[config.mk]
export PLATFORM = sky130hd
export DESIGN_NAME = gmii_tx_framer
export DESIGN_NICKNAME = d
export VERILOG_FILES = /design/src/rtl/svmii_pkg.sv /design/src/rtl/crc32_d8.sv /design/src/rtl/gmii_tx_framer.sv
export SDC_FILE = /design/constraint.sdc
export NUM_CORES = 1
export LEC_CHECK = 0
export CAP_MARGIN = 40
export CORE_ASPECT_RATIO = 0.8
export CORE_MARGIN = 2
export CORE_UTILIZATION = 50
export CTS_BUF_LIST = sky130_fd_sc_hd__clkbuf_4 sky130_fd_sc_hd__clkbuf_8
export CTS_CLUSTER_DIAMETER = 30
export DETAILED_ROUTE_END_ITERATION = 16
export PLACE_DENSITY = 0.76
export REMOVE_ABC_BUFFERS = 1
export SKIP_LAST_GASP = 1
export SYNTH_ARGS = -nofsm -noshare
export SYNTH_HDL_FRONTEND = slang
export SYNTH_SLANG_ARGS = --single-unit
[constraint.sdc]
create_clock -name gmii_gtx_clk -period 5.73 [get_ports gmii_gtx_clk]
set_input_delay 1.719 -clock gmii_gtx_clk [delete_from_list [all_inputs] [get_ports gmii_gtx_clk]]
set_output_delay 1.719 -clock gmii_gtx_clk [all_outputs]
set_load 0.05 [all_outputs]
[src/rtl/svmii_pkg.sv]
// Shared state type and byte/CRC constants for the GMII transmit path.
package svmii_pkg;

    typedef enum logic [2:0] {
        ST_IDLE  = 3'd0,
        ST_PRE   = 3'd1,
        ST_DATA  = 3'd2,
        ST_PAD   = 3'd3,
        ST_FCS   = 3'd4,
        ST_DRAIN = 3'd5,
        ST_IFG   = 3'd6
    } tx_state_t;

    localparam logic [7:0]  PREAMBLE_BYTE = 8'h55;
    localparam logic [7:0]  SFD_BYTE      = 8'hD5;
    localparam logic [31:0] CRC32_POLY    = 32'hEDB88320;
    localparam logic [31:0] CRC32_INIT    = 32'hFFFFFFFF;

endpackage

[src/rtl/crc32_d8.sv]
// Combinational next-state of the reflected Ethernet CRC-32 for one input byte.
module crc32_d8
    import svmii_pkg::*;
(
    input  logic [31:0] crc_in,
    input  logic [7:0]  data,
    output logic [31:0] crc_out
);

    always_comb begin
        crc_out = crc_in ^ {24'h000000, data};
        for (int i = 0; i < 8; i++) begin
            crc_out = crc_out[0] ? ((crc_out >> 1) ^ CRC32_POLY) : (crc_out >> 1);
        end
    end

endmodule

[src/rtl/gmii_tx_framer.sv]
// GMII transmit framer: preamble/SFD, zero padding, CRC-32 FCS, inter-frame gap
// and underrun signalling in front of a valid/ready payload byte stream.
module gmii_tx_framer
    import svmii_pkg::*;
#(
    parameter int N_PREAMBLE = 8,
    parameter int N_IFG      = 12,
    parameter int MIN_FRAME  = 64,
    parameter bit PAD_EN     = 1'b1,
    parameter bit FCS_EN     = 1'b1
) (
    input  logic        gmii_gtx_clk,
    input  logic        sys_rst,
    input  logic [7:0]  s_data,
    input  logic        s_valid,
    input  logic        s_last,
    output logic        s_ready,
    output logic        gmii_en,
    output logic        gmii_er,
    output logic [7:0]  gmii_dout,
    output logic        busy,
    output logic [31:0] frame_cnt,
    output logic [15:0] underrun_cnt
);

    // state | meaning
    // IDLE  | waiting for s_valid, head byte left in place
    // PRE   | preamble bytes, SFD on the last one
    // DATA  | forwarding payload, CRC running
    // PAD   | zero fill up to MIN_FRAME-4 payload bytes
    // FCS   | complemented CRC, LS byte first
    // DRAIN | after an underrun, discarding through s_last
    // IFG   | enforced idle gap

    localparam logic [7:0]  PRE_LAST = 8'(N_PREAMBLE - 1);
    localparam logic [15:0] IFG_LAST = 16'(N_IFG - 1);
    localparam logic [16:0] PAY_MIN  = 17'(MIN_FRAME - 4);

    tx_state_t   state, state_nxt;
    logic [7:0]  pre_cnt;
    logic [15:0] byte_cnt;
    logic [15:0] ifg_cnt;
    logic [1:0]  fcs_cnt;
    logic [31:0] crc, crc_nxt, crc_inv;
    logic [7:0]  crc_din;
    logic [16:0] cnt_p1;

    assign s_ready = (state == ST_DATA) || (state == ST_DRAIN);
    assign crc_din = (state == ST_PAD) ? 8'h00 : s_data;
    assign crc_inv = ~crc;
    assign cnt_p1  = {1'b0, byte_cnt} + 17'd1;

    crc32_d8 u_crc (
        .crc_in  (crc),
        .data    (crc_din),
        .crc_out (crc_nxt)
    );

    always_comb begin
        state_nxt = state;
        case (state)
            ST_IDLE:  if (s_valid) state_nxt = ST_PRE;
            ST_PRE:   if (pre_cnt == PRE_LAST) state_nxt = ST_DATA;
            ST_DATA: begin
                if (!s_valid) begin
                    state_nxt = ST_DRAIN;
                end else if (s_last) begin
                    if (PAD_EN && (cnt_p1 < PAY_MIN)) state_nxt = ST_PAD;
                    else if (FCS_EN)                  state_nxt = ST_FCS;
                    else                              state_nxt = ST_IFG;
                end
            end
            ST_PAD:   if (cnt_p1 >= PAY_MIN) state_nxt = FCS_EN ? ST_FCS : ST_IFG;
            ST_FCS:   if (fcs_cnt == 2'd3) state_nxt = ST_IFG;
            ST_DRAIN: if (s_valid && s_last) state_nxt = ST_IFG;
            ST_IFG:   if (ifg_cnt == IFG_LAST) state_nxt = ST_IDLE;
            default:  state_nxt = ST_IDLE;
        endcase
    end

    always_ff @(posedge gmii_gtx_clk) begin
        if (sys_rst) begin
            state        <= ST_IDLE;
            busy         <= 1'b0;
            gmii_en      <= 1'b0;
            gmii_er      <= 1'b0;
            gmii_dout    <= 8'h00;
            crc          <= CRC32_INIT;
            pre_cnt      <= 8'd0;
            byte_cnt     <= 16'd0;
            ifg_cnt      <= 16'd0;
            fcs_cnt      <= 2'd0;
            frame_cnt    <= 32'd0;
            underrun_cnt <= 16'd0;
        end else begin
            state     <= state_nxt;
            busy      <= (state_nxt != ST_IDLE);
            gmii_en   <= 1'b0;
            gmii_er   <= 1'b0;
            gmii_dout <= 8'h00;
            ifg_cnt   <= (state == ST_IFG) ? ifg_cnt + 16'd1 : 16'd0;
            fcs_cnt   <= (state == ST_FCS) ? fcs_cnt + 2'd1 : 2'd0;

            case (state)
                ST_IDLE: begin
                    if (s_valid) begin
                        crc      <= CRC32_INIT;
                        pre_cnt  <= 8'd0;
                        byte_cnt <= 16'd0;
                    end
                end
                ST_PRE: begin
                    gmii_en   <= 1'b1;
                    gmii_dout <= (pre_cnt == PRE_LAST) ? SFD_BYTE : PREAMBLE_BYTE;
                    pre_cnt   <= pre_cnt + 8'd1;
                end
                ST_DATA: begin
                    gmii_en <= 1'b1;
                    if (s_valid) begin
                        gmii_dout <= s_data;
                        crc       <= crc_nxt;
                        if (byte_cnt != 16'hFFFF) byte_cnt <= byte_cnt + 16'd1;
                    end else begin
                        // starved mid-frame: poison the frame on the wire
                        gmii_er <= 1'b1;
                        if (underrun_cnt != 16'hFFFF) underrun_cnt <= underrun_cnt + 16'd1;
                    end
                end
                ST_PAD: begin
                    gmii_en <= 1'b1;
                    crc     <= crc_nxt;
                    if (byte_cnt != 16'hFFFF) byte_cnt <= byte_cnt + 16'd1;
                end
                ST_FCS: begin
                    gmii_en   <= 1'b1;
                    gmii_dout <= crc_inv[{fcs_cnt, 3'b000} +: 8];
                end
                default: ;
            endcase

            if ((state_nxt == ST_IFG) &&
                ((state == ST_DATA) || (state == ST_PAD) || (state == ST_FCS))) begin
                frame_cnt <= frame_cnt + 32'd1;
            end
        end
    end

endmodule

Word level (Yosys, flattened, before mapping)
Index checks and enable logic that the tools add are counted.
{"block": "word_totals", "ram_bits": 0, "inputBits": 12, "ff_bits": 136, "rom_bits": 0, "latch_bits": 0, "word_cells": 99, "memories": 0}
{"block": "classes", "addsub": 7, "mul": 0, "eq_ne": 14, "reduce_logical": 16, "order_cmp": 2, "mux": 33, "n_shift": 1, "div_mod_pow": 0, "n_bitwise": 14}
{"cell": "$mux 32", "count": 10}
{"cell": "$not 13->14", "count": 8}
{"cell": "$pmux 32 s3", "count": 1}
{"cell": "$add 16x1->16 const B", "count": 3}
{"cell": "$mux 16", "count": 3}
{"cell": "$pmux 16 s3", "count": 1}
{"cell": "$add 32x1->32 const B", "count": 1}
{"cell": "$mux 8", "count": 4}
{"cell": "$ne 16x16->1 const B", "count": 2}
{"cell": "$not 32->32", "count": 1}
{"cell": "$shiftx 32x6->8", "count": 1}
{"cell": "$xor 32x8->32", "count": 1}
{"cell": "$mux 3", "count": 9}
{"cell": "$pmux 8 s3", "count": 1}
{"cell": "$pmux 3 s7", "count": 1}
{"cell": "$add 16x1->17 const B", "count": 1}
{"cell": "$ge 17x6->1 const B", "count": 1}
{"cell": "$lt 17x6->1 const B", "count": 1}
{"cell": "$eq 16x4->1 const B", "count": 1}
{"cell": "$pmux 8 s2", "count": 1}
{"cell": "$eq 3x3->1 const B", "count": 4}
{"cell": "$add 8x1->8 const B", "count": 1}
{"cell": "$eq 8x3->1 const B", "count": 1}
{"cell": "$eq 3x2->1 const B", "count": 2}
{"cell": "other kinds (15)", "count": 27}

Depth between registers and ports, before layout
{"block": "logic_depth", "ltp_word": 21, "depth_mapped": 9, "mapped_depth_nobuf": 7}

Modules after synthesis
Synthesis repeated with hierarchy kept, for this count alone.
{"block": "hier_totals", "cells_unflattened": 844, "area_unflattened_um2": 7415.9}
{"module": "gmii_tx_framer", "area_per_inst_um2": 6580.1, "seq_area_each_um2": 2722.6, "n_inst": 1, "cells_per_inst": 774}
{"module": "crc32_d8", "area_per_inst_um2": 835.8, "seq_area_each_um2": 0.0, "n_inst": 1, "cells_per_inst": 70}

Worst setup path after synthesis
OpenSTA, ideal clock, no wires.
{"block": "synth_timing", "kind": "register to output", "from": "reg state[0]", "to": "out s_ready", "arrival_time_ps": 1786, "path_slack_ps": 2225, "path_buffers": 2, "path_stages_with_launch": 4, "path_cell_list": "dfxtp_1 > clkbuf_1 > clkbuf_1 > o21ai_0"}
{"block": "synth_via", "elab_chain_len": 2, "word_cells_on_any_way": 3, "cone_classes": "eq/ne: 2; reduce/logical: 1"}
{"element": "start, declared", "line_no": "gmii_tx_framer.sv:39", "rtl": "tx_state_t state, state_nxt;"}
{"element": "start signal, assigned", "line_no": "gmii_tx_framer.sv:96", "rtl": "state <= state_nxt;"}
{"element": "$eq 3x2->1 / $eq 3x3->1 (equally long branches)", "line_no": "gmii_tx_framer.sv:48", "rtl": "assign s_ready = (state == ST_DATA) || (state == ST_DRAIN);"}
{"element": "$logic_or 1x1->1 (*)", "line_no": "gmii_tx_framer.sv:48"}
{"element": "end, declared", "line_no": "gmii_tx_framer.sv:17", "rtl": "output logic s_ready,"}
Mark *: on every way between the ends. The rest lies on a longest branch, timed or not.

Final worst setup path
{"block": "layout_timing", "from": "reg state[1]", "to": "out s_ready"}
Same word-level chain as after synthesis.

==> results.md <==
* Status: finished, final reports clean
* Max Freq at between 200 and 250 MHz
* Placement Cell Area at 8180 µm²
* Final setup vio count at 0
* Data arrival, critical path at between 2 and 3 ns
* Critical path peak fanout at 17
* Final #Nets at 876
* Die footprint at ~16000 µm²
* Die H at 113 µm
* Top_reg_cell synth: dfxtp_1
* Pwr Total at 1.89 mW
* Worst-Margin Slew at about 0.90 ns
* First-pass GRT wire length at roughly 27000 µm
* Max stage delay on crit path at 0.86 ns
* CP Class: reg -> out
* Worst hold stages at 1
* Port bufs at 71
* Worst EP required at approximately 4.0 ns
* Top cells by area, synth: dfxtp_1 (37%), xor2_1 (7.4%), nor2_1 (6.4%)
* Pre-antenna DRT Iters at 5
* Final instance area at between 8000 and 9000 µm²
* Crit path depth at 3
* Mapped Area at 7390 µm²
* Setup WS pre-CTS at ~1.7 ns
* Largest net degree at the start of global routing at a little over 40
* Vias in the first global route at ~5300
* Worst IR Drop VDD at ~0.15 mV
* Io pins at about 70
* CP bufs+invs at 1
* Crit-path leading delay family: buffers and inverters
* Initial antenna violation count at 0
* DR vias at 5955
* Commonest cells in the netlist: dfxtp_1 (136), nor2_1 (125), xor2_1 (62), nand2_1 (48), a21oi_1 (43)
* All-Layer GR Usage at 0.214
* CTS root buf: clkbuf_8
* Area Overhead vs Synth at 15.9%
* Setup crit end kind: output pin
* Num rows at 39
* WL/cell at roughly 16 µm
* CTS tree: done
* Routed Antenna Nets at 0
* Fin worst setup slack at ~1.5 ns
* Die width at ~140 µm
* Post-DP HPWL at ~12000 µm
* Yosys cell types at 70
* Slew headroom at 0.399
* Final TNS setup at 0 ns
* Area share of the largest cell type after synthesis at 0.369
* Max clock buf depth at 2
* Routability cong. at about 0.9
* Synth area leader: dfxtp_1
* Syn. warnings at 0
* Sequential share of the synthesized area at 0.369
* Clk slew on worst S/H paths at around 0.080 ns
* Post-CTS resize count at 0
* Final Critical Period at approximately 4.2 ns
* P_leak at a little over 3 nW
* Hold/Removal Path Class: reg -> reg
* R2R cell count at 6
* Worst-skew pair later-pin latency at about 0.44 ns
* Ys async rst share at 0
* Starting Density at 0.515
* Gate count of the mapped netlist at between 800 and 900
* Unrepaired setup endpoints after global routing: no
* Total CTS buffers at 17
* Max cap viols at 0
* Fin cells at between 1000 and 1500
* FF+latch count, synth at 136
* GRT Residual Overflow at 0
* Placed cells at approximately 1000
* CP Launch Type: flip-flop
* Depth of the CTS H-tree at 4
* N_diodes at 0
* Top-count cell post-synth: dfxtp_1
* Vias/cell at approximately 5.6
* Fin crit share at 0.736
* Mean post-synth cell area at between 9 and 10 µm²
* CTS Sinks at 136
* EDFF count, synth at 0
* Crit path cell chain: nand2b_1, o21ai_0, clkdlybuf4s50_1
* Final WL at 16500 µm
* Post-CTS Hold Buffers at 0
* Core area at between 10000 and 15000 µm²
* Final Hold Viols at 0
* Worst clock skew at roughly 0.015 ns
* Share of cells above drive strength 1 at 0.0851
* Post-route DRC at 0
* CP max stage cell: clkdlybuf4s50_1
* Count of pins over their slew limit at 0
* Pwr dens at approximately 220 nW/µm²
* # Post-CTS Setup Buffers at 0
* DR iter-0 viols at about 470
[worst paths after layout]
check / startpoint / to / slack (ns)
max: state[1] / s_ready / 1.51
min: ifg_cnt[0] / ifg_cnt[0] / 0.47
max reg2reg: state[0] / crc[18] / 2.69
min reg2reg: ifg_cnt[0] / ifg_cnt[0] / 0.47
[layout make-up]
type / count / area, µm²
Multi-Input combinational cell: 623 / 4480
Sequential cell: 136 / 2720
Inverter: 3 / 11.3
Clock buffer: 19 / 255
Clock inverter: 13 / 120
Timing Repair Buffer: 76 / 743
Tap cell: 184 / 230
Fill cell: 1262 / 5790
[cells in the final DEF, fill, tap and decap left out, drive strengths merged, types with 14 or more instances in the layout]
| cell type | count |
|---|---|
| clkdlybuf4s50 | 70 |
| nand4 | 32 |
| nor2 | 128 |
| xnor2 | 42 |
| a21oi | 44 |
| nand3 | 37 |
| o21ai | 20 |
| nand2 | 49 |
| dfxtp | 136 |
| xor2 | 66 |
| nand2b | 22 |
| xnor3 | 18 |
| clkbuf | 19 |
| or3 | 14 |
| o22ai | 15 |
[sequential cells by signal, summed over array words and instances (netlist names)]
register / cells
frame_cnt: 32
state: 3
byte_cnt: 16
pre_cnt: 8
ifg_cnt: 16
underrun_cnt: 16
crc: 32
gmii_er: 1
busy: 1
gmii_en: 1
gmii_dout: 8
fcs_cnt: 2
[power breakdown]
| part | internal, mW | switching, mW | leakage, nW |
|---|---|---|---|
| clock network | 0.362 | 0.383 | 0.186 |
| registers | 0.948 | 0.00544 | 1.10 |
| logic | 0.0980 | 0.0971 | 1.80 |
| total | 1.41 | 0.486 | 3.09 |
[cells by family (layout without fill, tap and decap cells)]
kind of cell               count (synthesis)  count (layout)  synth area share
muxes                                      9               9            0.0257
xor gates and xnor gates                 136             136             0.221
DFF                                      136             136             0.369
buffers and inverters                     44             111            0.0254
and+or+nand+nor                          351             351             0.244
adders and majority gates                  7               7            0.0119
AOI/OAI and AO/OA                        120             120             0.103
[per-stage QoR]
step,utilization,hold WS (ns)
after floorplan,-,0.430
after global placement,0.570,0.449
after detailed placement,0.570,0.458
after CTS,0.597,0.478
after global routing,0.597,0.525
final,0.597,0.470
[per-layer routing]
layer  wire (µm)  up-vias  global-route usage
met2        7380      157               0.326
li1            -     2942                   -
met1        7980     2836               0.305
met5           0        -                   0
met3         879       20              0.0516
met4         223        0              0.0587
Note: power is estimated with default switching activity, not from simulation.
